[src/rtl/conway_pkg.sv]
// Shared types and constants for the pattern loader: FSM states, pattern_sel
// encodings, the cell-address layout and the built-in pattern lengths.
package conway_pkg;

    typedef enum logic [1:0] {
        FSM_IDLE = 2'd0,
        FSM_LOAD = 2'd1,
        FSM_RUN  = 2'd2,
        FSM_DONE = 2'd3
    } fsm_state_e;

    localparam logic [1:0] S_IDLE = FSM_IDLE;
    localparam logic [1:0] S_LOAD = FSM_LOAD;
    localparam logic [1:0] S_RUN  = FSM_RUN;
    localparam logic [1:0] S_DONE = FSM_DONE;

    typedef enum logic [1:0] {
        SEL_GLIDER  = 2'd0,
        SEL_BLINKER = 2'd1,
        SEL_BLOCK   = 2'd2,
        SEL_EXT     = 2'd3
    } pattern_sel_e;

    typedef struct packed {
        logic [7:0] hi;
        logic [7:0] lo;
    } cell_addr_t;

    localparam int GLIDER_LEN  = 5;
    localparam int BLINKER_LEN = 3;
    localparam int BLOCK_LEN   = 4;
    localparam int EMPTY_LEN   = 0;

    function automatic int pattern_len(input logic [1:0] sel);
        case (sel)
            SEL_GLIDER:  return GLIDER_LEN;
            SEL_BLINKER: return BLINKER_LEN;
            SEL_BLOCK:   return BLOCK_LEN;
            default:     return EMPTY_LEN;
        endcase
    endfunction

endpackage

[src/rtl/pattern_loader_if.sv]
// Host-side bus of the pattern loader; the ext_* streaming signals exist only
// when PATTERN_LOADER_EXT_EN is defined.
interface pattern_loader_if #(
    parameter int GEN_W = 8
);
    logic             start;
    logic             abort;
    logic [1:0]       pattern_sel;
    logic [GEN_W-1:0] gen_limit;
    logic             next_gen;
    logic             state;
    logic [15:0]      addr;
    logic             addr_valid;
    logic             busy;
    logic             done;
    logic [GEN_W-1:0] gen_count;
`ifdef PATTERN_LOADER_EXT_EN
    logic             ext_valid;
    logic [15:0]      ext_addr;
    logic             ext_last;
    logic             ext_ready;

    modport slave (
        input  start, abort, pattern_sel, gen_limit, next_gen,
        input  ext_valid, ext_addr, ext_last,
        output state, addr, addr_valid, busy, done, gen_count, ext_ready
    );

    modport master (
        output start, abort, pattern_sel, gen_limit, next_gen,
        output ext_valid, ext_addr, ext_last,
        input  state, addr, addr_valid, busy, done, gen_count, ext_ready
    );
`else
    modport slave (
        input  start, abort, pattern_sel, gen_limit, next_gen,
        output state, addr, addr_valid, busy, done, gen_count
    );

    modport master (
        output start, abort, pattern_sel, gen_limit, next_gen,
        input  state, addr, addr_valid, busy, done, gen_count
    );
`endif
endinterface

[src/rtl/pattern_rom.sv]
// Combinational lookup of built-in pattern cells: (sel, index) -> (addr, last).
module pattern_rom
    import conway_pkg::*;
#(
    parameter int MAX_CELLS = 8,
    localparam int IDX_W = (MAX_CELLS > 1) ? $clog2(MAX_CELLS) : 1
) (
    input  logic [1:0]       sel,
    input  logic [IDX_W-1:0] index,
    output cell_addr_t       addr,
    output logic             last
);

    int len;

    always_comb begin
        addr = '0;
        len  = pattern_len(sel);
        case (sel)
            SEL_GLIDER: begin
                case (int'(index))
                    0:       addr = 16'h02ff;
                    1:       addr = 16'h01fd;
                    2:       addr = 16'h02fd;
                    3:       addr = 16'h03fd;
                    4:       addr = 16'h03fe;
                    default: addr = '0;
                endcase
            end
            SEL_BLINKER: begin
                case (int'(index))
                    0:       addr = 16'h0110;
                    1:       addr = 16'h0111;
                    2:       addr = 16'h0112;
                    default: addr = '0;
                endcase
            end
            SEL_BLOCK: begin
                case (int'(index))
                    0:       addr = 16'h0808;
                    1:       addr = 16'h0809;
                    2:       addr = 16'h0908;
                    3:       addr = 16'h0909;
                    default: addr = '0;
                endcase
            end
            default: addr = '0;
        endcase
        // An empty pattern reports last on index 0 so LOAD lasts one cycle.
        last = (len == 0) || (int'(index) == len - 1);
    end

endmodule

[src/rtl/pattern_loader.sv]
// Loads a Game-of-Life seed pattern one cell per cycle, then counts engine
// generations. Define PATTERN_LOADER_EXT_EN to stream pattern_sel=3 from ext_*.
module pattern_loader
    import conway_pkg::*;
#(
    parameter int GEN_W     = 8,
    parameter int MAX_CELLS = 8,
    localparam int IDX_W = (MAX_CELLS > 1) ? $clog2(MAX_CELLS) : 1
) (
    input logic             clk,
    input logic             rst,
    pattern_loader_if.slave bus
);

    logic [1:0]       fsm_q;
    logic [1:0]       sel_q;
    logic [GEN_W-1:0] limit_q;
    logic [GEN_W-1:0] count_q;
    logic [GEN_W-1:0] count_inc;
    logic [IDX_W-1:0] idx_q;
    logic             next_gen_q;
    logic             gen_rise;

    cell_addr_t rom_addr;
    logic       rom_last;
    cell_addr_t cell_addr;
    logic       cell_valid;
    logic       load_end;
    logic       in_load;

    pattern_rom #(.MAX_CELLS(MAX_CELLS)) u_rom (
        .sel   (sel_q),
        .index (idx_q),
        .addr  (rom_addr),
        .last  (rom_last)
    );

`ifdef PATTERN_LOADER_EXT_EN
    logic ext_ready;
    assign bus.ext_ready = ext_ready;
`endif

    always_comb begin
        in_load    = (fsm_q == S_LOAD);
        cell_valid = in_load && (sel_q != SEL_EXT);
        cell_addr  = rom_addr;
        load_end   = in_load && rom_last;
`ifdef PATTERN_LOADER_EXT_EN
        ext_ready = in_load && (sel_q == SEL_EXT);
        if (sel_q == SEL_EXT) begin
            cell_valid = bus.ext_valid && ext_ready;
            cell_addr  = bus.ext_addr;
            load_end   = cell_valid && bus.ext_last;
        end
`endif
    end

    assign gen_rise  = bus.next_gen && !next_gen_q;
    assign count_inc = count_q + 1'b1;

    assign bus.addr       = cell_valid ? cell_addr : 16'h0000;
    assign bus.addr_valid = cell_valid;
    assign bus.state      = (fsm_q == S_RUN);
    assign bus.busy       = (fsm_q == S_LOAD) || (fsm_q == S_RUN);
    assign bus.done       = (fsm_q == S_DONE);
    assign bus.gen_count  = count_q;

    // Abort wins over everything; gen_count is only cleared by an accepted start.
    always_ff @(posedge clk or negedge rst) begin
        if (!rst) begin
            fsm_q      <= S_IDLE;
            sel_q      <= '0;
            limit_q    <= '0;
            count_q    <= '0;
            idx_q      <= '0;
            next_gen_q <= 1'b0;
        end else begin
            next_gen_q <= bus.next_gen;
            if (bus.abort) begin
                fsm_q <= S_IDLE;
            end else begin
                case (fsm_q)
                    S_IDLE, S_DONE: begin
                        if (bus.start) begin
                            sel_q   <= bus.pattern_sel;
                            limit_q <= bus.gen_limit;
                            count_q <= '0;
                            idx_q   <= '0;
                            fsm_q   <= S_LOAD;
                        end
                    end
                    S_LOAD: begin
                        if (load_end) begin
                            fsm_q <= S_RUN;
                        end else if (cell_valid) begin
                            idx_q <= idx_q + 1'b1;
                        end
                    end
                    S_RUN: begin
                        if (gen_rise) begin
                            count_q <= count_inc;
                            if ((limit_q != '0) && (count_inc == limit_q)) begin
                                fsm_q <= S_DONE;
                            end
                        end
                    end
                    default: fsm_q <= S_IDLE;
                endcase
            end
        end
    end

endmodule

[src/flat_wrapper.sv]
// flat-port wrapper written by rule: the top's interface ports become plain ports
module pattern_loader_flat import conway_pkg::*;
#(
    parameter int GEN_W     = 8,
    parameter int MAX_CELLS = 8,
    localparam int IDX_W = (MAX_CELLS > 1) ? $clog2(MAX_CELLS) : 1
)
  (clk, rst, bus_start, bus_abort, bus_pattern_sel, bus_gen_limit, bus_next_gen, bus_state, bus_addr, bus_addr_valid, bus_busy, bus_done, bus_gen_count);
  pattern_loader_if #(.GEN_W(GEN_W)) bus_i ();
  input logic clk;
  input logic rst;
  input wire logic [$bits(bus_i.start)-1:0] bus_start;
  input wire logic [$bits(bus_i.abort)-1:0] bus_abort;
  input wire logic [$bits(bus_i.pattern_sel)-1:0] bus_pattern_sel;
  input wire logic [$bits(bus_i.gen_limit)-1:0] bus_gen_limit;
  input wire logic [$bits(bus_i.next_gen)-1:0] bus_next_gen;
  output wire logic [$bits(bus_i.state)-1:0] bus_state;
  output wire logic [$bits(bus_i.addr)-1:0] bus_addr;
  output wire logic [$bits(bus_i.addr_valid)-1:0] bus_addr_valid;
  output wire logic [$bits(bus_i.busy)-1:0] bus_busy;
  output wire logic [$bits(bus_i.done)-1:0] bus_done;
  output wire logic [$bits(bus_i.gen_count)-1:0] bus_gen_count;
  assign bus_i.start = bus_start;
  assign bus_i.abort = bus_abort;
  assign bus_i.pattern_sel = bus_pattern_sel;
  assign bus_i.gen_limit = bus_gen_limit;
  assign bus_i.next_gen = bus_next_gen;
  assign bus_state = bus_i.state;
  assign bus_addr = bus_i.addr;
  assign bus_addr_valid = bus_i.addr_valid;
  assign bus_busy = bus_i.busy;
  assign bus_done = bus_i.done;
  assign bus_gen_count = bus_i.gen_count;
  pattern_loader #(.GEN_W(GEN_W), .MAX_CELLS(MAX_CELLS)) u_core (.clk(clk), .rst(rst), .bus(bus_i));
endmodule
[config.mk]
export PLATFORM = sky130hd
export DESIGN_NAME = pattern_loader_flat
export DESIGN_NICKNAME = d
export VERILOG_FILES = /design/src/rtl/conway_pkg.sv /design/src/rtl/pattern_loader_if.sv /design/src/rtl/pattern_rom.sv /design/src/rtl/pattern_loader.sv /design/src/flat_wrapper.sv
export SDC_FILE = /design/constraint.sdc
export NUM_CORES = 1
export LEC_CHECK = 0
export BUFFER_PORTS_ARGS = -buffer_cell sky130_fd_sc_hd__buf_2
export CORE_ASPECT_RATIO = 0.7
export CORE_MARGIN = 3
export CORE_UTILIZATION = 45
export CTS_CLUSTER_DIAMETER = 120
export DETAILED_ROUTE_END_ITERATION = 10
export PLACE_DENSITY_LB_ADDON = 0.08
export SKIP_CTS_REPAIR_TIMING = 1
export SLEW_MARGIN = 5
export SYNTH_ARGS = -nofsm -noshare
export SYNTH_HDL_FRONTEND = slang
export SYNTH_SLANG_ARGS = --single-unit
[constraint.sdc]
create_clock -name clk -period 3.7 [get_ports clk]
set_input_delay 0.74 -clock clk [delete_from_list [all_inputs] [get_ports clk]]
set_output_delay 0.74 -clock clk [all_outputs]
set_load 0.01 [all_outputs]
==> impl_metrics.tcl, run 1 <==
set metrics [dict create \
    status "complete, no violations" \
    fillers 333 \
    setup_ws_ns 0.761 \
    ys_ff_latch 24 \
    power.internal_w 0.000836 \
    antenna_found_initial 0 \
    ys_types 42 \
    diodes 0 \
    swShare_pct 43.6 \
    synthFlopType "dfrtp_1" \
    cts_tree "built" \
    clockBufferDepth 2 \
    seq_area_sq_um 601 \
    cp_cell_sequence "inv_1 > ha_1 > nor3_1 > nor2_1 > o21ai_0 > o22a_1 > nor2_1 > buf_2" \
    stdcell_count 275 \
    critical_path.startpoint "u_core.idx_q[0]" \
    drc 0 \
    sequentialPowerShare_pct 31.0 \
    grt_usage_pct 18.2 \
    grt_max_degree 25 \
    ios 43 \
    hold_viol 0 \
    skew_ns 0.00485 \
    synth.avg_cell_area_sq_um 9.21 \
    p_comb_share_pct 53.4 \
    async_flop_share_pct 100 \
    die_y_um 58.5 \
    start_util_pct 48.5 \
    finalMaxSlewViolations 0 \
    max_cap_viol_count 0 \
    end_kind "output pin" \
    die-area_sq_mm 0.00473 \
    detail_route.wl_per_cell_um 14.8 \
    slew_headroom_pct 54.9 \
    htree_levels 1 \
    setup_tns_ns 0 \
    powerDensity_mw_per_mm2 732 \
    cp.arrival_ns 2.20 \
    fin_nets 255 \
    path_common_cell "nor2_1" \
    multi_input_area_sq_mm 0.00106 \
    hold_class "in -> async" \
    clock-root-buffer "clkbuf_8" \
    path_clk_slew_ns 0.09 \
    synth_edf_count 0 \
    power_switching_w 0.000646 \
    grt_pass1_wl_um 6640 \
    fin_crit_sh_pct 79.4 \
    grt_pass1_vias 1349 \
    rr_worst_depth 8 \
    cts-buffers-inserted 3 \
    portBuffers 37 \
    drt_wl_total_um 4070 \
    syn_to_final_growth_pct 14.4 \
    drt_iter0_markers 160 \
    yosysWarnings 0 \
    r2r-start "u_core.sel_q[0]" \
    finalSetupViolCount 0 \
    rsz0062_at_grt "no" \
    dp_hpwl_um 3260 \
    vias 1503 \
    drive_gt1_share_pct 27.1 \
    layout_min_cycle_time_ns 2.94 \
    rows 18 \
    tightest_slew_ns 0.673 \
    grt_overflow_total 0 \
    yosysSeqAreaShare_pct 33.9 \
    place_ws_ns 1.10 \
    crit_required_ns 2.96 \
    clk_latency_ns 0.27 \
    crit_type "reg -> out" \
    leakage_nw 0.960 \
    slowest_delay_ns 0.46 \
    place_congestion 0.836 \
    fmax_ghz 0.340 \
    cp_slowest_cell "dfrtp_1" \
    crit_fanout 7 \
    dp.cells 271 \
    core_sq_mm 0.00365 \
    power.clock.fraction_pct 15.7 \
    antenna_left 0 \
    peakVddDrop_mv 0.311 \
    cts_sinks 24 \
    firstDrtPassIters 4 \
    synthCells 192 \
    avgViaCountPerCell 5.47 \
    startpoint_type "register" \
    die_w_um 80.9 \
    synth_area_sq_mm 0.00177 \
]
==> path summary, 6_finish.rpt <==
check / endpoint / slack [ns]
max in group asynchronous: u_core.sel_q[1] / 2.88
min in group clk: u_core.limit_q[1] / 0.55
worst max-delay path: bus_addr[0] / 0.76
worst min register to register: u_core.limit_q[1] / 0.55
worst min-delay path: u_core.fsm_q[0] / 0.45
worst max register to register: u_core.fsm_q[0] / 1.13
==> per-layer routing <==
| metal | track usage [%] | up-vias | share of wire (%) |
|---|---|---|---|
| li1 | - | 734 | - |
| met1 | 27.1 | 707 | 48 |
| met2 | 27.0 | 57 | 42 |
| met3 | 4.89 | 5 | 9.0 |
| met4 | 3.13 | 0 | 0.49 |
| met5 | 0 | - | 0 |
==> flip-flops by register name, summed over array words and instances (netlist names) <==
| signal | cells |
|---|---|
| u_core.limit_q | 8 |
| u_core.idx_q | 3 |
| u_core.bus.gen_count | 8 |
| u_core.sel_q | 2 |
| u_core.next_gen_q | 1 |
| u_core.fsm_q | 2 |
==> power by group through the flow <==
stage	registers (W)	logic [W]	clock network, W
6_report	0.000459	0.000791	0.000232
5_1_grt	0.000476	0.000883	0.000250
4_1_cts	0.000458	0.000785	0.000239
3_5_place_dp	0.000465	0.000779	0
3_3_place_gp	0.000456	0.000748	0
2_1_floorplan	0.000433	0.000600	0
==> logic make-up (layout without fill, tap and decap cells) <==
logic type	count (synthesis)	after routing	share of synthesized area [%]
simple gates	61	61	18.2
compound gates	44	44	16.5
flops	24	24	33.9
buf+inv	23	52	6.79
fa+ha+maj	14	14	9.90
mux	14	14	8.91
xor+xnor	11	11	5.45
other cells	1	5	0.212
==> Yosys cell counts, types with 2 or more instances <==
library cell	count	area (sq um)
dfrtp_1	24	601
nor2_1	17	63.8
o21ai_0	15	75.1
ha_1	14	175
mux2_2	12	135
inv_1	11	41.3
nand2_1	11	41.3
buf_4	9	67.6
a21oi_1	6	30.0
nand2b_1	6	37.5
xnor2_1	6	52.6
nand3_1	5	25.0
o31ai_1	5	37.5
xor2_1	5	43.8
a22oi_1	4	30.0
nor2b_1	4	25.0
nor3_1	4	20.0
clkbuf_1	3	11.3
a31oi_1	2	12.5
and2_1	2	12.5
mux2_1	2	22.5
o211ai_1	2	15.0
or2_2	2	12.5
or3_1	2	12.5
or3b_2	2	17.5
==> metrics by stage <==
stage	cell area, sq um	power, W	hold slack (ns)	utilization [%]
global placement	1950	0.00120	0.527	53.5
CTS	2020	0.00148	0.462	55.5
detailed placement	1950	0.00124	0.543	53.5
floorplan	1780	0.00103	0.444	-
global route	2020	0.00161	0.481	55.5
finish	2020	0.00148	0.446	55.5
==> worst max-delay path: cells and delay by family (launching register included) <==
family,cells,cell delay (ns)
adders and majority gates,1,0.27
AOI/OAI and AO/OA,2,0.58
buffers and inverters,2,0.26
and+or+nand+nor,3,0.36
DFF,1,0.46
==> final cells by class <==
| cell class | count | share of cell area (%) |
|---|---|---|
| timing repair buffer | 37 | 9.15 |
| inverter | 11 | 2.04 |
| tap | 50 | 3.09 |
| clock inverter | 1 | 1.48 |
| sequential | 24 | 29.7 |
| multi-input combinational | 149 | 52.5 |
| clock buffer | 3 | 2.04 |
==> layout by cell type, fill, tap and decap left out, types with 6 or more instances in the layout <==
master,instances
buf_2,37
mux2_2,12
xnor2_1,6
nor2_1,17
ha_1,14
nand2b_1,6
o21ai_0,15
a21oi_1,6
dfrtp_1,24
inv_1,11
nand2_1,11
(Power assumes the default switching activity.)
==> run 2, diff against run 1 <==
==> constraint.sdc (replaced) <==
create_clock -name clk -period 2.4 [get_ports clk]
set_input_delay 0.48 -clock clk [delete_from_list [all_inputs] [get_ports clk]]
set_output_delay 0.48 -clock clk [all_outputs]
set_load 0.01 [all_outputs]
==> run 2 against run 1 <==
Clock-buffer cell count unchanged. Clock power up 53%. Register-to-register slack worse by 1.0 ns. First-iteration DRC count down 30%. Global-route usage up 0.50 points. Die area unchanged. Critical path type unchanged. Highest routed layer unchanged.
==> impl_metrics.tcl, run 2 (synthesized netlist as in run 1, its figures left out) <==
set metrics [dict create \
    grt_overflow_total 0 \
    clk_latency_ns 0.27 \
    grt_usage_pct 18.7 \
    clockBufferDepth 2 \
    leakage_nw 1.02 \
    stdcell_count 288 \
    crit_fanout 7 \
    drt_iter0_markers 112 \
    die_y_um 58.5 \
    clock-root-buffer "clkbuf_8" \
    finalMaxSlewViolations 0 \
    place_congestion 0.883 \
    dp_hpwl_um 3220 \
    mostFrequentLayoutCells "37 x buf_2, 22 x dfrtp_1, 15 x nor2_1" \
    r2r-start "u_core.sel_q[1]" \
    rows 18 \
    timing.critical_path.buf_inv 2 \
    antenna_found_initial 0 \
    fmax_ghz 0.431 \
    firstDrtPassIters 4 \
    core_sq_mm 0.00365 \
    worstSetupPathDepth 7 \
    start_util_pct 48.5 \
    crit_type "reg -> out" \
    cts_tree "built" \
    grt_use_met1_pct 30.8 \
    final_common_cell "buf_2" \
    htree_levels 1 \
    whs_ns 0.189 \
    antenna_left 0 \
    grt_pass1_wl_um 6910 \
    max_cap_viol_count 0 \
    detail_route.wl_per_cell_um 14.6 \
    drive_gt1_share_pct 37.0 \
    startpoint_type "register" \
    cp_cell_sequence "buf_4 > ha_2 > mux2_2 > o21ai_4 > o22a_1 > nor2_1 > buf_2" \
    vias 1508 \
    critical-path-top-delay-family "flip-flops" \
    avgViaCountPerCell 5.24 \
    skew_ns 0.00335 \
    critical_path.startpoint "u_core.idx_q[1]" \
    setup_tns_ns 0 \
    fillers 336 \
    ios 43 \
    layout_min_cycle_time_ns 2.32 \
    slowest_delay_ns 0.46 \
    die_w_um 80.9 \
    cp_slowest_cell "dfrtp_2" \
    worstReg2RegEnd "u_core.fsm_q[1]" \
    end_kind "output pin" \
    hold_viol 0 \
    grt_max_degree 25 \
    syn_to_final_growth_pct 22.3 \
    top_usage_layer "met1" \
    cp.arrival_ns 1.84 \
    portBuffers 37 \
    use_met2_pct 25.5 \
    drc 0 \
    cts-buffers-inserted 3 \
    grt_use_met3_pct 3.52 \
    slew_headroom_pct 59.2 \
    finalPower_w 0.00253 \
    fin_nets 268 \
    dp.cells 279 \
    drt_wl_total_um 4190 \
    cts_sinks 24 \
    diodes 0 \
    fin_crit_sh_pct 96.7 \
    die-area_sq_mm 0.00473 \
    r2r_slack_ns 0.10 \
    hold_class "in -> async" \
    status "complete, no violations" \
    path_clk_slew_ns 0.08 \
    tightest_slew_ns 0.606 \
    crit_required_ns 1.92 \
    finalSetupViolCount 0 \
    powerDensity_mw_per_mm2 1170 \
    peakVddDrop_mv 0.580 \
    rr_worst_depth 8 \
    cp-endpoint "bus_addr[0]" \
    grt_pass1_vias 1382 \
]
==> run 2: cell count changes in the layout (fill, tap and decap cells not counted), moves of 2 or more <==
cell / previous run / this run
ha_1: 14 / 10
dfrtp_2: 0 / 2
nor2_2: 0 / 2
buf_4: 0 / 13
dfrtp_1: 24 / 22
nor2_1: 17 / 15
inv_1: 11 / 8
ha_2: 0 / 4
inv_2: 0 / 3
==> run 2: cell type report <==
type	instances	area (sq um)	area share, %
Inverter	11	41.3	1.91
Sequential cell	24	603	27.9
Clock buffer	3	41.3	1.91
Multi-Input combinational cell	149	1100	51.0
Tap cell	50	62.6	2.89
Timing Repair Buffer	50	283	13.1
Clock inverter	1	30.0	1.39
==> run 2: where the power goes <==
group	switching, W	internal, W	total (W)
registers	0.000165	0.000537	0.000701
logic	0.000775	0.000696	0.00147
clock network	0.000131	0.000223	0.000354
==> run 2: metal layers <==
layer | wire [um] | share of wire, %
met4 | 17 | 0.41
met5 | 0 | 0
met2 | 1670 | 40
met3 | 242 | 5.8
met1 | 2260 | 54
==> run 2: worst register-to-register path: stages, from the launching register on <==
cell      delay (ns)
dfrtp_1         0.43
inv_2           0.07
ha_1            0.15
or3b_2          0.46
o31ai_1         0.09
a31o_2          0.23
o221ai_1        0.13
a211oi_2        0.28
mux2_1          0.35
==> run 2: through the flow <==
| stage | area, sq um | setup WS (ns) | utilization [%] |
|---|---|---|---|
| floorplan | 1780 | 0.162 | - |
| global placement | 2010 | 0.113 | 55.2 |
| detailed placement | 2010 | 0.0718 | 55.2 |
| CTS | 2080 | -0.227 | 57.1 |
| global route | 2160 | -0.0435 | 59.3 |
| finish | 2160 | 0.0791 | 59.3 |
==> run 2: how the worst min path moves through the flow <==
stage	from	end	slack, ns	cells past startpoint
CTS	rst	u_core.bus.gen_count[1]	0.20	1
floorplan	rst	u_core.bus.gen_count[0]	0.18	0
finish	rst	u_core.fsm_q[1]	0.19	1
global placement	rst	u_core.bus.gen_count[5]	0.49	1
detailed placement	rst	u_core.bus.gen_count[5]	0.50	1
global route	rst	u_core.limit_q[5]	0.22	1
